==> src/rtl/simon_round_sched.sv <==
// Iterative Simon128/128 encryptor: round FSM, round counter and on-the-fly key schedule.
// Define SIMON_ROUND2_EN to unroll two rounds per clock (half the latency, identical results).
module simon_round_sched #(
    parameter int ROUNDS     = 68,
    parameter int CNT_WIDTH  = 7,
    parameter int STAT_WIDTH = 32
) (
    input  logic                  clk_simon_block_in,
    input  logic                  rst_simon_block_in,
    input  logic                  key_load,
    input  logic [127:0]          key_i,
    input  logic                  in_valid,
    output logic                  in_ready,
    input  logic [127:0]          in_data,
    output logic                  out_valid,
    input  logic                  out_ready,
    output logic [127:0]          out_data,
    output logic                  busy,
    output logic [STAT_WIDTH-1:0] blocks_done
);

    localparam logic [63:0] C  = 64'hFFFF_FFFF_FFFF_FFFC;
    localparam logic [61:0] Z2 = 62'b10101111011100000011010010011000101000010001111110010110110011;
`ifdef SIMON_ROUND2_EN
    localparam int STEP = 2;
`else
    localparam int STEP = 1;
`endif

    typedef enum logic [1:0] {IDLE, RUN, DONE} state_t;

    state_t                  state_reg, state_next;
    logic [127:0]            key_reg;
    logic                    key_valid_reg;
    logic [63:0]             x_reg, y_reg, ka_reg, kb_reg;
    logic [CNT_WIDTH-1:0]    rnd_reg;
    logic [5:0]              zi_reg;
    logic [STAT_WIDTH-1:0]   blocks_done_reg;

    logic                    accept, handoff, last_round;
    logic [5:0]              zi_b, zi_next;
    logic [63:0]             x1, kn1, x_next, y_next, ka_next, kb_next;
`ifdef SIMON_ROUND2_EN
    logic [63:0]             kn2;
`endif

    function automatic logic [63:0] round_f(input logic [63:0] v);
        return ({v[62:0], v[63]} & {v[55:0], v[63:56]}) ^ {v[61:0], v[63:62]};
    endfunction

    function automatic logic [63:0] key_mix(input logic [63:0] ka, input logic [63:0] kb,
                                            input logic zb);
        return C ^ {63'd0, zb} ^ ka ^ {kb[2:0], kb[63:3]} ^ {kb[3:0], kb[63:4]};
    endfunction

    assign in_ready    = key_valid_reg && (state_reg == IDLE || (state_reg == DONE && out_ready));
    assign accept      = in_valid && in_ready;
    assign handoff     = (state_reg == DONE) && out_ready;
    assign last_round  = rnd_reg == CNT_WIDTH'(ROUNDS - STEP);
    assign out_valid   = state_reg == DONE;
    assign busy        = state_reg != IDLE;
    assign out_data    = {x_reg, y_reg};
    assign blocks_done = blocks_done_reg;

    // Round datapath; z2 is stored MSB-first so index i lives at bit 61-i.
    always_comb begin
        zi_b = (zi_reg == 6'd61) ? 6'd0 : zi_reg + 6'd1;
        kn1  = key_mix(ka_reg, kb_reg, Z2[6'd61 - zi_reg]);
        x1   = y_reg ^ round_f(x_reg) ^ ka_reg;
`ifdef SIMON_ROUND2_EN
        kn2     = key_mix(kb_reg, kn1, Z2[6'd61 - zi_b]);
        x_next  = x_reg ^ round_f(x1) ^ kb_reg;
        y_next  = x1;
        ka_next = kn1;
        kb_next = kn2;
        zi_next = (zi_b == 6'd61) ? 6'd0 : zi_b + 6'd1;
`else
        x_next  = x1;
        y_next  = x_reg;
        ka_next = kb_reg;
        kb_next = kn1;
        zi_next = zi_b;
`endif
    end

    always_comb begin
        state_next = state_reg;
        case (state_reg)
            IDLE: if (accept) state_next = RUN;
            RUN:  if (last_round) state_next = DONE;
            DONE: if (out_ready) state_next = accept ? RUN : IDLE;
            default: state_next = IDLE;
        endcase
    end

    always_ff @(posedge clk_simon_block_in) begin
        if (rst_simon_block_in) begin
            state_reg <= IDLE;
        end else begin
            state_reg <= state_next;
        end
    end

    // The accepting block reads key_reg before a same-edge key_load updates it.
    always_ff @(posedge clk_simon_block_in) begin
        if (rst_simon_block_in) begin
            key_reg         <= '0;
            key_valid_reg   <= 1'b0;
            x_reg           <= '0;
            y_reg           <= '0;
            ka_reg          <= '0;
            kb_reg          <= '0;
            rnd_reg         <= '0;
            zi_reg          <= '0;
            blocks_done_reg <= '0;
        end else begin
            if (key_load) begin
                key_reg       <= key_i;
                key_valid_reg <= 1'b1;
            end
            if (accept) begin
                x_reg   <= in_data[127:64];
                y_reg   <= in_data[63:0];
                ka_reg  <= key_reg[63:0];
                kb_reg  <= key_reg[127:64];
                rnd_reg <= '0;
                zi_reg  <= '0;
            end else if (state_reg == RUN) begin
                x_reg   <= x_next;
                y_reg   <= y_next;
                ka_reg  <= ka_next;
                kb_reg  <= kb_next;
                rnd_reg <= rnd_reg + CNT_WIDTH'(STEP);
                zi_reg  <= zi_next;
            end
            if (handoff) begin
                blocks_done_reg <= blocks_done_reg + 1'b1;
            end
        end
    end

endmodule

==> config.mk <==
export PLATFORM = sky130hd
export DESIGN_NAME = simon_round_sched
export DESIGN_NICKNAME = d
export VERILOG_FILES = /design/src/rtl/simon_round_sched.sv
export SDC_FILE = /design/constraint.sdc
export NUM_CORES = 1
export LEC_CHECK = 0
export CORE_MARGIN = 2
export CORE_UTILIZATION = 30
export DETAILED_ROUTE_END_ITERATION = 16
export GPL_ROUTABILITY_DRIVEN = 1
export HOLD_SLACK_MARGIN = 0.1
export PLACE_DENSITY = 0.52
export SLEW_MARGIN = 5
export SYNTH_ARGS = -nofsm -noshare
export SYNTH_HDL_FRONTEND = slang
export SYNTH_SLANG_ARGS = --single-unit
==> constraint.sdc <==
create_clock -name clk_simon_block_in -period 3.29 [get_ports clk_simon_block_in]
set_input_delay 0.4935 -clock clk_simon_block_in [delete_from_list [all_inputs] [get_ports clk_simon_block_in]]
set_output_delay 0.4935 -clock clk_simon_block_in [all_outputs]
set_load 0.02 [all_outputs]
==> impl_results.md, run 1 <==
- WL per Instance: 20.0 um
- Wl on met1: approximately 30 mm
- Post-route clock skew: 0.0240 ns
- DP Worst Slack: 0.342 ns
- I/O Buffers: 423
- Tightest Pin Transition: 0.751 ns
- Buffer depth of the longest clock path: 3
- Peak supply drop: about 0.31 mV
- Yosys reg bits: around 430
- Vias after detailed routing: about 17,000
- Total congestion overflow after global routing: 0
- Largest net degree at the start of global routing: 114
- Setup repair after global routing missed its margin: no
- Worst hold slack after final layout: 0.342 ns
- Via count normalized by instance count: between 4 and 5
- Number of gates resized after cts: 0
- Met3 wire length: approximately 5.4 mm
- Nets in the synthesized netlist: approximately 2,500
- Sinks on the clock net: 432
- Top layer in use: met5
- Netlist cell types: 42
- Max incr delay on CP: 0.57 ns
- Most common cell after layout, fill and taps aside: dfxtp_1
- Commonest cells after routing, fill and taps aside: 432 x dfxtp_1, 421 x clkdlybuf4s50_1, 380 x nor2_1
- Remaining DRCs: 0
- Router iterations before antenna repair: 5
- Initial Util: 30.3%
- CP arrival: roughly 3.1 ns
- Total leakage power: 9.42 nW
- CP Buf/Inv Count: 0
- Area taken by flip-flops and latches: 8650 sq um
- Max Transition Viols Final: 0
- Global-route wire length before repair: 103 mm
- Clock edge transition at the registers on the reported setup and hold paths: around 0.060 ns
- Footprint of the multi-input gates: 10,300 sq um
- Clock tree from TritonCTS: yes
- Overall Power: 13.9 mW
- Number of rows created at floorplan: 93
- Post-Route Setup TNS: 0 ns
- Total half-perimeter wirelength after legalization and detailed placement: 47.6 mm
- Post-layout worst setup margin: 0.713 ns
- Proportion of total power due to net switching: 27.9%
- Cell chain of the critical path: ha_1 -> xnor2_1 -> mux4_2 -> mux4_2 -> xnor2_1 -> o31ai_1
- Setup fix buffers added after clock tree synthesis: 0
- Relative contribution of sequential cells to total power: around 43%
- Minimum clock period after layout: 2.58 ns
- Worst hold path class: in2reg
- # nets final: around 2,800
- Crit path launch type: register
- Average size of a mapped cell: roughly 9 sq um
- Number of fillers in the final layout: around 6,400
- Number of antenna violations at the first check in global routing: 18
- DRT Wirelength: between 60 and 70 mm
- Summed instance area of the synthesized netlist: between 15,000 and 20,000 sq um
- Chip height: 259 um
- Ratio of final minimum period to clock period: about four fifths
- Antenna Nets Post-Route: 0
- Synthesis warning total: 0
- Reported net switching power: 3.88 mW
- Hold bufs inserted after CTS: 0
- Register area share after synthesis: 44.3%
- Max FO, Critical Path: 8
- Sum of met2 wire segment lengths after detailed routing: 32.4 mm
- Gate power share: 16.6%
- Number of setup violations in the final report: 0
- Outcome: finished clean
- Clock network fraction of design power: 40.2%
- Die Area: between 60,000 and 70,000 sq um
- Power Internal: 10.0 mW
- Routability cong.: 0.826
- Crit path max-delay cell type: mux4_2
- Startpoint-to-endpoint class of the critical path: reg2reg
- MaxCap Viol Count: 0
- Cts bufs inserted: 51
- Maximum level of the CTS H-tree: 2
- Final design area excluding fillers: 26,300 sq um
- Crit path capture type: register
- Data required time of the worst path: approximately 3.8 ns
- Power density over the cells: 528 nW/um^2
- Fraction of final layout cells sized beyond drive strength 1: 4.66%
- Boundary Pins: between 400 and 500
- Flip-flop count of the largest register after layout: between 100 and 150
- Max transition margin: between 40% and 50%
- Core area: 64,500 sq um
- Global Route Usage Sum: 19.8%
- Final Hold Vio Count: 0
- CTS Root Buffer Type: clkbuf_16
- Kind of cell adding the most delay to the critical path: multiplexers
- Standard cell area after detailed placement: about 25,000 sq um
- Gate count after technology mapping: 2,211
- Vias in the first global route: around 17,000
- Syn-to-layout area delta: 34.5%
- Fmax: 388 MHz
- Starting DRC count in detailed routing: 1,162
- Die width: 259 um
- Skew-Pair Late Insertion Delay: 0.59 ns
-- routing by layer --
| metal | track usage (%) | vias to the layer above |
|---|---|---|
| li1 | - | 8300 |
| met1 | 25.4 | 8315 |
| met2 | 32.4 | 548 |
| met3 | 5.59 | 102 |
| met4 | 5.64 | 26 |
| met5 | 0 | - |
-- power groups by stage --
stage / Clock (mW) / Combinational (mW) / Sequential (mW)
after global placement: 0 / 2.28 / 6.12
after detailed placement: 0 / 2.30 / 6.12
after global routing: 5.90 / 2.50 / 6.04
after floorplan: 0 / 1.30 / 6.05
final: 5.57 / 2.30 / 6.00
after CTS: 5.72 / 2.31 / 6.01
-- synth_stat cells --
master | n | share of area (%)
nor2_1 | 382 | 7.3
ha_1 | 8 | 0.51
xnor2_1 | 272 | 12
or2_1 | 1 | 0.032
nand3_2 | 1 | 0.051
nand3_1 | 15 | 0.38
nand4_1 | 7 | 0.22
dfxtp_1 | 432 | 44
nor3_1 | 7 | 0.18
o21ai_0 | 14 | 0.36
nor4b_1 | 1 | 0.045
or4_1 | 1 | 0.038
and2_1 | 1 | 0.032
a211oi_1 | 1 | 0.038
a221oi_1 | 84 | 3.8
o221ai_1 | 43 | 1.9
and3b_1 | 1 | 0.045
and3_1 | 3 | 0.096
o211a_1 | 1 | 0.051
buf_4 | 1 | 0.038
and4_1 | 1 | 0.045
a21oi_1 | 145 | 3.7
a21o_1 | 1 | 0.038
and4_4 | 1 | 0.058
xor2_1 | 82 | 3.7
or4_4 | 1 | 0.058
buf_1 | 12 | 0.23
buf_2 | 9 | 0.23
inv_1 | 9 | 0.17
nor2b_1 | 3 | 0.096
buf_6 | 1 | 0.058
a22oi_1 | 128 | 4.9
clkbuf_1 | 129 | 2.5
o31ai_1 | 1 | 0.038
nand2_1 | 263 | 5.1
o21bai_1 | 1 | 0.038
a32oi_1 | 1 | 0.045
nand2b_1 | 1 | 0.032
mux2i_1 | 129 | 6.6
mux4_2 | 3 | 0.35
or3_1 | 13 | 0.42
nand4_2 | 1 | 0.064
-- logic make-up (layout without fill, tap and decap cells) --
group                    after synthesis  in the layout  synth area share, %
multiplexers                         132            132                 6.95
XOR/XNOR                             354            354                 15.9
buffers and inverters                161            547                 3.21
adder cells (fa/ha/maj)                8              8                0.512
AND/OR/NAND/NOR                      704            704                 14.3
AO/OA/AOI/OAI                        420            420                 14.9
other                                  0              8                    0
flip-flops                           432            432                 44.3
-- worst paths after layout --
| check | startpoint | endpoint | slack [ns] | cells after the start |
|---|---|---|---|---|
| worst min register to register | rnd_reg[1] | rnd_reg[1] | 0.48 | 2 |
| worst min-delay path | rst_simon_block_in | key_reg[61] | 0.34 | 2 |
| worst max register to register | zi_reg[1] | ka_next[0] | 0.71 | 6 |
| worst max-delay path | zi_reg[1] | ka_next[0] | 0.71 | 6 |
-- metrics by stage --
step | utilization (%) | cells
4_1_cts | 40.8 | 3452
2_1_floorplan | - | 2211
3_3_place_gp | 38.2 | 3361
6_report | 40.8 | 3460
3_5_place_dp | 38.2 | 3361
5_1_grt | 40.8 | 3454
-- worst register-to-register path: cells and delay by family (launching register included) --
kind	cells	cell delay, ns
muxes	2	1.06
xor gates and xnor gates	2	0.56
DFF	1	0.38
adders and majority gates	1	0.27
AOI/OAI and AO/OA	1	0.19
-- area by class of cell --
class	count	area share [%]
multi-input combinational	1618	39.2
sequential	432	32.9
timing repair buffer	447	17.4
clock buffer	74	5.80
tap	855	4.07
clock inverter	17	0.471
inverter	9	0.128
antenna	8	0.0761
Note: power is estimated with default switching activity, not from simulation.
==> run 2, diff against run 1 <==
Settings changed: PLACE_DENSITY 0.52 to 0.54.
Clock period 3.29 ns to 2.19 ns, I/O delays scaled along.
==> run 2 against run 1 <==
Net effect:
- worst hold slack better by 0.017 ns
- routed wire length increased by 0.68%
- highest routed layer unchanged
- critical path depth down 5
- clock power is 55% higher
- worst setup slack lost 0.68 ns
- final area is 3.6% higher
==> impl_results.md, run 2 (synthesis results as in run 1) <==
- Kind of cell adding the most delay to the critical path: buffers and inverters
- Fraction of final layout cells sized beyond drive strength 1: 9.47% (+4.8 points)
- Syn-to-layout area delta: 39.3%
- Final Hold Vio Count: 0 (unchanged)
- Setup slack of the worst register-to-register path: 0.07 ns (-0.64 ns)
- Number of setup violations in the final report: 0 (unchanged)
- Sinks on the clock net: 432 (unchanged)
- Max FO, Critical Path: 6 (-2)
- Standard cell area after detailed placement: 25,400 sq um (+3.3%)
- Outcome: finished clean
- Cell chain of the critical path: clkdlybuf4s50_1
- Routability cong.: 0.867 (+4.9%)
- Worst Hold End: key_reg[70]
- Overall Power: 21.3 mW (+53%)
- # nets final: 2,911 (+2.9%)
- Total placed cells including tap cells: 3,443 (+2.4%)
- Number of rows created at floorplan: 93 (unchanged)
- Clock edge transition at the registers on the reported setup and hold paths: 0.06 ns (about the same)
- Die width: 259 um (unchanged)
- Router iterations before antenna repair: 5 (unchanged)
- CP Buf/Inv Count: 1 (+1)
- Data required time of the worst path: 1.86 ns (-1.91 ns)
- Max transition margin: 64.9% (+15 points)
- DRT Wirelength: 69.6 mm (+0.68%)
- Initial Util: 30.3% (unchanged)
- Crit path launch type: register
- Crit path capture type: output port
- Final core utilization: 42.2% (+1.5 points)
- Minimum clock period after layout: roughly 2.2 ns
- Skew-Pair Late Insertion Delay: 0.58 ns (about the same)
- Fmax: 464 MHz
- Total leakage power: 9.97 nW (+5.8%)
- Ratio of final minimum period to clock period: 98.3%
- Most common cell after layout, fill and taps aside: clkdlybuf4s50_1
- Number of antenna violations at the first check in global routing: 12 (-6)
- CTS Root Buffer Type: clkbuf_16
- Power density over the cells: 782 nW/um^2 (+48%)
- Total half-perimeter wirelength after legalization and detailed placement: 50.5 mm (+6.0%)
- Peak supply drop: 0.526 mV (+70%)
- Setup repair after global routing missed its margin: yes
- Remaining DRCs: 0 (unchanged)
- Commonest cells after routing, fill and taps aside: 417 x clkdlybuf4s50_1, 398 x dfxtp_1, 380 x nor2_1
- Total congestion overflow after global routing: 0 (unchanged)
- Vias after detailed routing: 17,601 (+1.8%)
- Final design area excluding fillers: 27,200 sq um (+3.6%)
- Via count normalized by instance count: 4.97 (-0.51%)
- Worst reg2reg startpoint: blocks_done[7]
- Buffer depth of the longest clock path: 3 (unchanged)
- Core area: 64,500 sq um (unchanged)
- Cells on Worst Hold Path: 3 (+1)
- Starting DRC count in detailed routing: 1,200 (+3.3%)
- Tightest Pin Transition: 0.527 ns (-0.224 ns)
- Vias in the first global route: 17,435 (+4.6%)
- Maximum level of the CTS H-tree: 2 (unchanged)
- Die Area: 67,200 sq um (unchanged)
- Largest net degree at the start of global routing: 84 (-26%)
- DP Worst Slack: -0.414 ns (-0.756 ns)
- MaxCap Viol Count: 0 (unchanged)
- Cts bufs inserted: 50 (-2.0%)
- Max Transition Viols Final: 0 (unchanged)
- Global Route Usage Sum: 20.1% (+0.34 points)
- Reg2reg end: blocks_done[31]
- Worst Reg2Reg Path Length in Cells: 6 (unchanged)
- Antenna Nets Post-Route: 0 (unchanged)
- Global-route wire length before repair: 106 mm (+2.5%)
- Worst hold path class: in2reg
- I/O Buffers: 423 (unchanged)
- CP arrival: 1.82 ns (-1.23 ns)
- WL per Instance: 19.6 um (-1.6%)
- Startpoint-to-endpoint class of the critical path: reg2out
- Chip height: 259 um (unchanged)
- Post-layout worst setup margin: 0.0368 ns (-0.677 ns)
- Filler-free cell count of the finished design: 3,540 (+2.3%)
- Post-route clock skew: 0.0197 ns (-0.00432 ns)
- Boundary Pins: 424 (unchanged)
- Flip-flop count of the largest register after layout: 128 (unchanged)
- Max incr delay on CP: 0.69 ns (+0.12 ns)
- Worst Min Path Start: key_i[70]
- Clock tree from TritonCTS: yes
- Crit path max-delay cell type: clkdlybuf4s50_1
-- run 2: worst max path at each step --
stage / start / to / slack [ns] / cells past startpoint
after floorplan: zi_reg[1] / ka_next[0] / -0.02 / 6
after global placement: out_ready / blocks_done[30] / -0.39 / 9
after detailed placement: out_ready / blocks_done[28] / -0.41 / 9
after CTS: x_reg[56] / out_data[120] / 0.0008 / 1
after global routing: zi_reg[1] / ka_next[0] / -0.03 / 6
final: x_reg[40] / out_data[104] / 0.04 / 1
-- run 2: what timing repair did --
item | in CTS | in global routing
gates cloned | 0 | 0
endpoints found under the hold margin | 17 | 0
setup buffers | 0 | 0
endpoints found under the setup margin | 25 | 13
resized for setup | 26 | 20
hold buffers | 2 | 0
pin swaps | 1 | 2
-- run 2: per-layer routing --
metal	wire (um)	global-route usage (%)	vias to the layer above
li1	-	-	8464
met1	30000	26.1	8440
met2	32800	33.5	561
met3	4990	4.75	116
met4	1680	5.46	20
met5	131	0	-
-- run 2: area by class of cell --
class / instances / area [sq um]
repair buffers: 531 / 5370
clock buffers: 64 / 1410
flip-flops and latches: 432 / 8690
clock inverters: 28 / 285
fillers: 6429 / 37200
diodes: 3 / 7.51
well taps: 855 / 1070
inverters: 9 / 33.8
multi-input cells: 1618 / 10400
-- run 2: metrics by stage --
step | setup TNS [ns] | hold WS [ns]
after floorplan | -0.0220 | 0.435
after global placement | -4.12 | 0.452
after detailed placement | -5.63 | 0.457
after CTS | 0 | 0.320
after global routing | -0.0315 | 0.339
final | 0 | 0.359
-- run 2: report_power, final --
group / total, mW / internal, mW / switching [mW]
Sequential: 9.00 / 8.33 / 0.667
Combinational: 3.68 / 1.93 / 1.75
Clock: 8.63 / 5.12 / 3.50
==> run 3, diff against run 2 <==
Settings changed: CORE_ASPECT_RATIO from default to 1.5, CTS_CLUSTER_DIAMETER from default to 150.
==> run 3 against run 2 <==
Net effect:
- combinational power about the same
- power decreased by 1.7%
- register-to-register slack got worse by 0.02 ns
- critical path depth increased by 5
- clock skew about the same
- final area decreased by 0.36%
- utilization decreased by 0.16 points
- routed wire length increased by 4.1%
- clock power decreased by 4.8%
- sequential cell count unchanged
- sequential power about the same
- worst setup slack improved by 0.012 ns
==> impl_results.md, run 3 (synthesis results as in run 1) <==
- I/O Buffers: 423 (unchanged)
- # nets final: 2,900 (-0.38%)
- Total half-perimeter wirelength after legalization and detailed placement: 53.5 mm (+5.9%)
- Worst hold path class: in2reg
- Clock tree from TritonCTS: yes
- Via count normalized by instance count: 5.01 (+0.86%)
- Crit-path most repeated cell: mux4_2
- Crit path capture type: register
- Final design area excluding fillers: 27,100 sq um (-0.36%)
- Chip height: 317 um (+22%)
- CTS Root Buffer Type: clkbuf_16
- Global-route wire length before repair: 108 mm (+2.4%)
- DRT Wirelength: 72.4 mm (+4.1%)
- Max Transition Viols Final: 0 (unchanged)
- Die Area: 67,200 sq um (about the same)
- Number of rows created at floorplan: 114 (+23%)
- Minimum clock period after layout: 2.14 ns (-0.0125 ns)
- Number of fillers in the final layout: 6,465 (+0.56%)
- Maximum level of the CTS H-tree: 2 (unchanged)
- Wl on met1: 28.4 mm (-5.2%)
- Max incr delay on CP: 0.49 ns (-0.20 ns)
- Post-Route Setup TNS: 0 ns (unchanged)
- WL per Instance: 20.4 um (+4.0%)
- Routability cong.: 0.861 (-0.60%)
- Cell chain of the critical path: buf_4 -> ha_4 -> mux4_2 -> mux4_2 -> xnor2_1 -> o31ai_1
- Outcome: finished clean
- Syn-to-layout area delta: 38.8%
- Vias in the first global route: 17,850 (+2.4%)
- Core area: 64,500 sq um (about the same)
- Remaining DRCs: 0 (unchanged)
- Die width: 212 um (-18%)
- Area taken by flip-flops and latches: 8690 sq um (about the same)
- Kind of cell adding the most delay to the critical path: multiplexers
- Met3 wire length: 4.71 mm (-5.6%)
- Boundary Pins: 424 (unchanged)
- Power density over the cells: 771 nW/um^2 (-1.4%)
- Setup fix buffers added after clock tree synthesis: 0 (unchanged)
- Global Route Usage Sum: 20.9% (+0.76 points)
- Number of setup violations in the final report: 0 (unchanged)
- Max transition margin: 69.1% (+4.2 points)
- Footprint of the multi-input gates: 10,300 sq um (-0.40%)
- Initial Util: 30.3% (about the same)
- Filler-free cell count of the finished design: 3,543 (+0.085%)
- Cts bufs inserted: 46 (-8.0%)
- Worst hold slack after final layout: 0.158 ns (-0.201 ns)
- Overall Power: 20.9 mW (-1.7%)
- Total placed cells including tap cells: 3,453 (+0.29%)
- Clock edge transition at the registers on the reported setup and hold paths: 0.06 ns (about the same)
- Post-route clock skew: 0.0197 ns (+0.0000107 ns)
- Fraction of final layout cells sized beyond drive strength 1: 8.56% (-0.92 points)
- Ratio of final minimum period to clock period: 97.7% (-0.57 points)
- Total leakage power: 9.88 nW (-0.91%)
- Antenna Nets Post-Route: 0 (unchanged)
- Startpoint-to-endpoint class of the critical path: reg2reg
- Crit path launch type: register
- Data required time of the worst path: 2.67 ns (+0.81 ns)
- Commonest cells after routing, fill and taps aside: 417 x clkdlybuf4s50_1, 399 x dfxtp_1, 380 x nor2_1
- Max FO, Critical Path: 6 (unchanged)
- Largest net degree at the start of global routing: 88 (+4.8%)
- Number of antenna violations at the first check in global routing: 11 (-1)
- Sum of met2 wire segment lengths after detailed routing: 36.9 mm (+13%)
- Tightest Pin Transition: 0.460 ns (-0.0669 ns)
- Top layer in use: met5
- CP Buf/Inv Count: 1 (unchanged)
- Buffer depth of the longest clock path: 3 (unchanged)
- Sinks on the clock net: 432 (unchanged)
- CP arrival: 2.62 ns (+0.80 ns)
- Router iterations before antenna repair: 8 (+3)
- Final Hold Vio Count: 0 (unchanged)
- Crit path max-delay cell type: mux4_2
- MaxCap Viol Count: 0 (unchanged)
- Skew-Pair Late Insertion Delay: 0.57 ns (about the same)
- Vias after detailed routing: 17,768 (+0.95%)
- Total congestion overflow after global routing: 0 (unchanged)
- Peak supply drop: 0.576 mV (+9.6%)
- Fmax: 467 MHz (+0.58%)
- Most common cell after layout, fill and taps aside: clkdlybuf4s50_1
- Flip-flop count of the largest register after layout: 128 (unchanged)
- Standard cell area after detailed placement: 25,500 sq um (+0.33%)
- Starting DRC count in detailed routing: 1,156 (-3.7%)
- Setup repair after global routing missed its margin: yes
run 3: cell types whose count changed in the layout (fill, tap and decap cells not counted), sizes merged:
cell,before,now
diode,3,8
bufinv,5,4
clkinv,20,8
clkinvlp,2,1
buf,109,104
dlygate4sd3,2,0
clkbuf,64,68
run 3: report_power, final:
group / internal (mW) / leakage [nW] / total (mW) / switching [mW]
registers: 8.33 / 3.55 / 9.01 / 0.683
logic: 1.94 / 5.56 / 3.70 / 1.76
clock network: 4.85 / 0.773 / 8.22 / 3.37
run 3: cell type report:
class	count	area share, %
clock buffers	68	5.11
flip-flops and latches	432	32.0
repair buffers	524	19.9
well taps	870	4.01
diodes	8	0.0738
inverters	9	0.125
multi-input cells	1618	38.1
clock inverters	14	0.650
run 3: final timing paths:
kind / from / to / slack [ns] / cells after the start
max: zi_reg[2] / ka_next[0] / 0.05 / 6
min: rst_simon_block_in / blocks_done[6] / 0.16 / 2
max reg2reg: zi_reg[2] / ka_next[0] / 0.05 / 6
min reg2reg: rnd_reg[1] / rnd_reg[1] / 0.49 / 2
run 3: stage by stage:
stage / worst slack, ns / utilization [%]
finish: 0.0493 / 42.1
global route: -0.0666 / 42.1
CTS: 0.00828 / 42.0
detailed placement: -0.389 / 39.6
global placement: -0.302 / 39.6
floorplan: -0.0220 / -
run 3: per-layer routing:
metal	vias to the layer above	global-route usage, %
li1	8460	-
met1	8579	24.1
met2	595	37.8
met3	124	4.32
met4	10	7.80
met5	-	0
run 3: repair_timing:
action                     4_1_cts  5_1_grt
resized for setup               33        7
setup endpoints to repair       30       10
hold buffers                     0        0
pin swaps                        0        1
==> variant (config.mk and constraints of run 2) <==
Make the reset (`rst_simon_block_in`) asynchronous in 2 clocked blocks.
--- a/src/rtl/simon_round_sched.sv
+++ b/src/rtl/simon_round_sched.sv
@@ -93,7 +93,7 @@
         endcase
     end
 
-    always_ff @(posedge clk_simon_block_in) begin
+    always_ff @(posedge clk_simon_block_in or posedge rst_simon_block_in) begin
         if (rst_simon_block_in) begin
             state_reg <= IDLE;
         end else begin
@@ -102,7 +102,7 @@
     end
 
     // The accepting block reads key_reg before a same-edge key_load updates it.
-    always_ff @(posedge clk_simon_block_in) begin
+    always_ff @(posedge clk_simon_block_in or posedge rst_simon_block_in) begin
         if (rst_simon_block_in) begin
             key_reg         <= '0;
             key_valid_reg   <= 1'b0;
Behaviour: differs if rst_simon_block_in is asserted again (counterexample within 4 cycles, from zero or initial values and one cycle with rst_simon_block_in high); with rst_simon_block_in held inactive, the same outputs for 4 cycles.
==> variant against run 2 <==
  * Via count decreased by 7.4%
  * Setup slack got worse by 0.0062 ns
  * Sequential share of layout area increased by 6.7 points
  * Non-clock buffer count decreased by 15
  * Final area increased by 3.1%
  * Global-route usage decreased by 0.27 points
  * Sequential cell count unchanged
  * Area after synthesis increased by 4.9%
  * Wire length increased by 2.2%
  * Highest routed layer unchanged
Power is not compared: it rests on default switching activity, and its combinational part moved more than twofold at a synthesized area within 25%.
==> variant: results (changes against run 2) <==
Global routing
  • Initial antenna violation count: 5 (-7)
  • Gr usage total: 0.199 (-0.00270)
  • First-pass GRT wire length: 107,000 um (+1.4%)
  • Pin count of the biggest net entering global routing: 83 (-1.2%)
  • Number of global-route vias before repair: 17,000 (-2.5%)

Timing
  • Worst Clk Skew: 0.0230 ns (+0.00329 ns)
  • Headroom to the max-slew limit: 0.628 (-0.0207)

Placement
  • Final HPWL DP: 51,800 um (+2.7%)
  • Routability cong.: 0.842 (-2.8%)
  • Dpl cell area: 26,400 um^2 (+3.8%)

Synthesis
  • Synth area leaders: dfrtp_1 (53%), xnor2_1 (12%), mux2_2 (7.1%)
  • Adder-Cell Fraction of Synth Area: 0.00488 (-0.000240)
  • Synth Area in XOR/XNOR: 0.155 (-0.00403)
  • Mux share of post-synthesis cell area: 0.0730 (+0.00351)
  • Syn Nets: 2,148 (-13%)
  • Synth cell types: 48 (+14%)
  • Post-synthesis sequential area ratio: 0.527 (+0.0847)
  • Ys async rst share: 1.00 (+1.00)
  • Complex-gate fraction of the synthesized area: 0.127 (-0.0218)
  • Commonest cells post-synth: dfrtp_1 (432), nand2_1 (350), xnor2_1 (274)

Finish
  • Fillers: 6,378 (-0.79%)
  • Layout cells sized above 1: 0.147 (+0.0521)
  • Final Net Count: 2,607 (-10%)

Critical path
  • FF-to-FF setup slack: 0.16 ns (+0.09 ns)
  • Reg-to-Reg End: ka_next[0]
  • Worst r2r path cells: 7 (+1)
  • R2r startpoint: zi_reg[1]

CTS
  • # hold bufs at CTS: 0 (-2)
  • Total CTS buffers: 49 (-2.0%)
  • Reg clk slew, reported paths: 0.06 ns (about the same)
  • CTS resizes: 23 (-12%)
  • CTS HTree Levels: 2 (unchanged)

Routing
  • Number of DRC markers in iteration 0: 1,338 (+12%)
  • Vias: 16,300 (-7.4%)
  • Wire length per cell: 21.8 um (+11%)

Worst hold path
  • Hold WC Path Type: input port to async pin

Outcome
  • Status: completed
-- variant: changes by cell type after synthesis, sizes merged, moves of 42 or more --
cell and change:
mux2i -129, a22oi +64, dfxtp -432, clkbuf -68, o221ai -42, o22ai +64
mux2 +129, nor2 -361, o21ai +56, a221oi -84, nand2 +87, dfrtp +432
a21oi -75
-- variant: worst max-delay path by stage --
| stage | startpoint | end | slack (ns) |
|---|---|---|---|
| after floorplan | rst_simon_block_in | blocks_done[0] | -3.97 |
| after global placement | out_ready | ka_reg[43] | -0.07 |
| final | x_reg[23] | out_data[87] | 0.03 |
| after global routing | x_reg[14] | out_data[78] | 0.005 |
| after CTS | x_reg[12] | out_data[76] | 0.003 |
| after detailed placement | out_ready | ka_next[38] | -0.14 |
-- variant: power breakdown --
group / switching, W / internal [W]
clock: 0.00339 / 0.00497
combinational: 0.0111 / 0.0116
sequential: 0.00443 / 0.0113
total: 0.0189 / 0.0278
-- variant: layout make-up --
cell class	instances	area, um^2	area share
antenna	3	7.51	0.000267
clock buffer	78	1520	0.0540
clock inverter	13	125	0.00446
inverter	6	26.3	0.000936
multi-input combinational	1333	9270	0.330
sequential	432	10800	0.386
tap	873	1090	0.0389
timing repair buffer	516	5200	0.185
-- variant: cells by family after synthesis --
logic type,after synthesis
buffers and inverters,114
XOR/XNOR,362
multiplexers,131
AND/OR/NAND/NOR,428
flip-flops,432
adder cells (fa/ha/maj),8
AO/OA/AOI/OAI,404
-- variant: stage by stage --
step	util	setup WS [ns]	total power, W	hold slack, ns	cells
2_1_floorplan	-	-3.97	0.0297	0.440	1879
3_3_place_gp	0.391	-0.0708	0.0381	0.457	3160
3_5_place_dp	0.391	-0.143	0.0384	0.461	3160
4_1_cts	0.416	0.00316	0.0472	0.174	3251
5_1_grt	0.417	0.00454	0.0499	0.191	3252
6_report	0.417	0.0306	0.0467	0.210	3254
-- variant: metal layers --
metal | GRT usage | share of wire | vias up
li1 | - | - | 7458
met1 | 0.272 | 0.44 | 8148
met2 | 0.316 | 0.46 | 574
met3 | 0.0422 | 0.068 | 111
met4 | 0.0591 | 0.027 | 8
met5 | 0 | 0.00077 | -
